**src/rtl/opcode_injector_pkg.sv**
```systemverilog
// Shared definitions for the trap / opcode-injection CPLD blocks
// (injector, opcode tracker, trap decoder).
package opcode_injector_pkg;

  localparam logic [7:0] OpJp = 8'hC3;

  typedef enum logic [2:0] {
    StIdle  = 3'd0,
    StArmed = 3'd1,
    StOp    = 3'd2,
    StLo    = 3'd3,
    StHi    = 3'd4
  } inj_state_e;

endpackage

```
**src/rtl/z80_cycle_decode.sv**
```systemverilog
// Classifies Z80 bus cycles from the control strobes and flags the end of any read
// (rd_n sampled high after being sampled low).
module z80_cycle_decode (
  input  logic clk,
  input  logic rst_n,
  input  logic m1_n,
  input  logic mreq_n,
  input  logic rd_n,
  output logic fetch,
  output logic mem_read,
  output logic refresh,
  output logic rd_end
);

  logic rd_n_q;

  always_ff @(posedge clk or negedge rst_n) begin
    if (!rst_n) begin
      rd_n_q <= 1'b1;
    end else begin
      rd_n_q <= rd_n;
    end
  end

  always_comb begin
    fetch    = !m1_n && !mreq_n && !rd_n;
    mem_read = m1_n && !mreq_n && !rd_n;
    refresh  = !mreq_n && rd_n;
    rd_end   = rd_n && !rd_n_q;
  end

endmodule

```
**src/rtl/opcode_injector.sv**
```systemverilog
// Forces a 3-byte opcode (JP nn by default) onto the Z80 data bus in place of memory,
// redirecting the CPU into a trap handler at the latched vector.
module opcode_injector
  import opcode_injector_pkg::*;
#(
  parameter logic [7:0] OPCODE = OpJp
) (
  input  logic        clk,
  input  logic        rst_n,
  input  logic        m1_n,
  input  logic        mreq_n,
  input  logic        rd_n,
  input  logic        new_isr,
  input  logic        trap_req,
  input  logic [15:0] trap_vector,
  output logic [7:0]  data_out,
  output logic        data_oe,
  output logic        mem_inhibit,
  output logic        busy,
  output logic        trap_ack
);

  inj_state_e  state_q, state_d;
  logic [15:0] vec_q, vec_d;
  logic [7:0]  data_out_q, data_out_d;
  logic        data_oe_q, data_oe_d;
  logic        trap_ack_q, trap_ack_d;

  logic fetch, mem_read, refresh, rd_end;

  z80_cycle_decode u_decode (
    .clk      (clk),
    .rst_n    (rst_n),
    .m1_n     (m1_n),
    .mreq_n   (mreq_n),
    .rd_n     (rd_n),
    .fetch    (fetch),
    .mem_read (mem_read),
    .refresh  (refresh),
    .rd_end   (rd_end)
  );

  always_comb begin
    state_d    = state_q;
    vec_d      = vec_q;
    data_out_d = data_out_q;
    data_oe_d  = data_oe_q;
    trap_ack_d = 1'b0;
    unique case (state_q)
      StIdle: begin
        if (trap_req) begin
          vec_d   = trap_vector;
          state_d = StArmed;
        end
      end
      StArmed: begin
        // Prefix continuations (new_isr=0) are let through to real memory.
        if (fetch && new_isr) begin
          data_oe_d  = 1'b1;
          data_out_d = OPCODE;
          state_d    = StOp;
        end
      end
      StOp: begin
        if (rd_end && data_oe_q) begin
          data_oe_d = 1'b0;
          state_d   = StLo;
        end
      end
      StLo: begin
        // Gating rd_end on data_oe_q keeps I/O reads from advancing the sequence.
        if (mem_read && !data_oe_q) begin
          data_oe_d  = 1'b1;
          data_out_d = vec_q[7:0];
        end else if (rd_end && data_oe_q) begin
          data_oe_d = 1'b0;
          state_d   = StHi;
        end
      end
      StHi: begin
        if (mem_read && !data_oe_q) begin
          data_oe_d  = 1'b1;
          data_out_d = vec_q[15:8];
        end else if (rd_end && data_oe_q) begin
          data_oe_d  = 1'b0;
          trap_ack_d = 1'b1;
          state_d    = StIdle;
        end
      end
      default: begin
        state_d   = StIdle;
        data_oe_d = 1'b0;
      end
    endcase
  end

  always_ff @(posedge clk or negedge rst_n) begin
    if (!rst_n) begin
      state_q    <= StIdle;
      vec_q      <= 16'h0000;
      data_out_q <= 8'h00;
      data_oe_q  <= 1'b0;
      trap_ack_q <= 1'b0;
    end else begin
      state_q    <= state_d;
      vec_q      <= vec_d;
      data_out_q <= data_out_d;
      data_oe_q  <= data_oe_d;
      trap_ack_q <= trap_ack_d;
    end
  end

  // Combinational so the chip selects are blocked before memory can respond.
  always_comb begin
    mem_inhibit = 1'b0;
    unique case (state_q)
      StArmed:          mem_inhibit = new_isr && !m1_n && !mreq_n;
      StOp, StLo, StHi: mem_inhibit = !mreq_n && !refresh;
      default:          mem_inhibit = 1'b0;
    endcase
  end

  assign data_out = data_out_q;
  assign data_oe  = data_oe_q;
  assign busy     = (state_q != StIdle);
  assign trap_ack = trap_ack_q;

endmodule

```
**config.mk**
```make
export PLATFORM = sky130hd
export DESIGN_NAME = opcode_injector
export DESIGN_NICKNAME = d
export VERILOG_FILES = /design/src/rtl/opcode_injector_pkg.sv /design/src/rtl/z80_cycle_decode.sv /design/src/rtl/opcode_injector.sv
export SDC_FILE = /design/constraint.sdc
export NUM_CORES = 1
export LEC_CHECK = 0
export CAP_MARGIN = 20
export CORE_UTILIZATION = 48
export DETAILED_ROUTE_END_ITERATION = 7
export GPL_ROUTABILITY_DRIVEN = 0
export PLACE_DENSITY_LB_ADDON = 0.3
export SYNTH_ARGS = -nofsm -noshare
export SYNTH_HDL_FRONTEND = slang
export SYNTH_SLANG_ARGS = --single-unit
```
**constraint.sdc**
```tcl
create_clock -name clk -period 2.99 [get_ports clk]
set_input_delay 0.4485 -clock clk [delete_from_list [all_inputs] [get_ports clk]]
set_output_delay 0.4485 -clock clk [all_outputs]
set_load 0.05 [all_outputs]
```
==> flow_summary.ini <==
[pwr]
p_per_area_nw_per_um2 = 962
p_leak_nw = 0.744
power_mw = 1.75
irDropWorstVdd_uv = 765

[place]
portBuffers = 34
place_hpwl_um = 1980
pre_cts_ws_ns = 0.303
dp.cells = 173

[timing]
slew-limit-headroom_pct = 65.7
grt_setup_unrepaired = no
finalSetupTns_ns = 0
period_share_pct = 89.8
finalSetupViolations = 0
fmax_ghz = 0.373
hold_viol_final = 0
max_slew.worst_pin.slew_ns = 0.513
fin_worst_skew_ns = 0.00905
layout_setup_ws_ns = 0.306
min_period_ns = 2.68
slew_viol_final = 0

[logic_synthesis]
synth_edf_count = 0
syn_area_per_cell_um2 = 12.6
synth_seq_area_share_pct = 53.0
synth-seq-cells = 30
synthDistinctLibCells = 32
syn-num-nets = 136
synth_ff_type = dfrtp_1
synthesis.area_um2 = 1420
yosysWarnings = 0
syn_inst = 113
async_flop_share_pct = 100

[routing]
post_drt_wl_per_cell_um = 15.2
drt_iter0_drc = 17
ant_nets = 0
num_vias = 991
wirelength_um = 2730
routed_via_density = 5.51
drc = 0
first_pass_iters = 4

[cts]
cts_sinks = 30
cts_root_buffer = clkbuf_4
cts_tree = yes
cts_made_buffers = 5
clockBufferDepth = 2
cts_hold_buf = 0
clk_latency_ns = 0.33
htreeDepth = 2
post_cts_buffers = 0
cts_resized = 0
clk_pin_slew_ns = 0.09

[setup_path]
worst-setup-path-type = input port to output pin
end_kind = output pin
start_kind = input port
path_max_fanout = 3
required_ns = 2.54
arrival_ns = 2.24

[finish]
antenna_cells = 0
drive_above_1_share_pct = 26.8
layout.nets = 172
syn2layout_area_growth_pct = 28.3
stdcell_count = 180

[global_route]
grt_pass1_vias = 1022
antenna_found_initial = 0
grtUsageTotal_pct = 19.5
grt_max_degree = 31
grt_pass1_wl_um = 4660
overflow = 0

[die]
start_util_pct = 51.0
die_area_um2 = 3180
ios = 35
fp.dieH_um = 56.4
num_rows = 19
dieWidth_um = 56.4
core_um2 = 2780

[run]
cap_violations = 0

[min_path]
holdCritPathClass = input port to asynchronous set/reset pin

[run_status]
status = complete, no violations
power breakdown:
part	leakage (nW)	total (mW)	internal, mW	switching, mW
clock network	0.0308	0.219	0.0843	0.134
logic	0.352	0.804	0.371	0.433
registers	0.361	0.729	0.585	0.145
total	0.744	1.75	1.04	0.712
worst paths after layout:
kind                       cells after the start  slack (ns)        start               to
setup / recovery                               6        0.31      new_isr      mem_inhibit
hold / removal                                 2        0.50        rst_n      data_out[1]
setup reg to reg                               4        0.71   state_q[1]      data_out[4]
hold reg to reg                                1        0.51  data_out[6]      data_out[6]
max in group asynchronous                      2        2.17        rst_n  u_decode.rd_n_q
min in group clk                               1        0.51  data_out[6]      data_out[6]
cells by family (layout without fill, tap and decap cells):
logic type	Yosys count	in the layout	share of synthesized area (%)
flip-flops	30	30	53.0
XOR/XNOR	1	1	0.617
AND/OR/NAND/NOR	29	29	12.1
multiplexers	26	26	20.5
AO/OA/AOI/OAI	19	19	10.7
buffers and inverters	8	44	3.09
per-layer routing:
layer	GRT usage, %	share of wire (%)
met5	0	0
met1	23.6	42
met4	6.27	1.4
met3	7.37	4.9
met2	32.3	52
cell usage after synthesis, drive strengths merged (2+ instances only):
cell     n  area, um2
clkbuf   3       11.3
dfrtp   29        726
a21oi    2       10.0
a22o     4       35.0
nor2    10       45.0
nor2b    3       18.8
a22oi    4       30.0
nand2    4       15.0
mux2    25        282
nor3     2       10.0
o32ai    2       36.3
o21ai    5       25.0
buf      4       28.8
or3      2       12.5
critical path, stage by stage:
cell             delay (ns)
clkdlybuf4s50_1        0.45
nor2b_1                0.19
o2bb2ai_1              0.14
mux2i_1                0.10
nor2_1                 0.10
clkdlybuf4s50_1        0.80
sequential cells by signal (all words and copies together) (netlist names):
name             cells
data_out             8
trap_ack             1
u_decode.rd_n_q      1
data_oe              1
vec_q               16
state_q              3
cell type report:
class / instances / area (um2)
Fill cell: 213 / 961
Timing Repair Buffer: 36 / 355
Multi-Input combinational cell: 75 / 623
Sequential cell: 30 / 752
Inverter: 1 / 3.75
Clock buffer: 5 / 37.5
Clock inverter: 2 / 10.0
Tap cell: 31 / 38.8
metrics by stage:
step	hold slack, ns	area, um2	util [%]
3_3_place_gp	0.491	1770	63.7
6_report	0.504	1820	65.5
2_1_floorplan	0.153	1420	-
5_1_grt	0.524	1820	65.5
3_5_place_dp	0.495	1770	63.7
4_1_cts	0.517	1820	65.5
cell usage in the layout, fill, tap and decap left out, types with 2 or more instances in the layout:
| cell | instances |
|---|---|
| dfrtp_1 | 29 |
| mux2_2 | 25 |
| clkbuf_4 | 5 |
| o21ai_0 | 5 |
| nor3_1 | 2 |
| nor2b_1 | 3 |
| a22o_1 | 4 |
| clkinv_2 | 2 |
| nor2_1 | 9 |
| nand2_1 | 4 |
| a21oi_1 | 2 |
| or3_1 | 2 |
| clkdlybuf4s50_1 | 34 |
| buf_4 | 2 |
| a22oi_1 | 4 |
No activity file was read; power rests on OpenSTA's default activity.
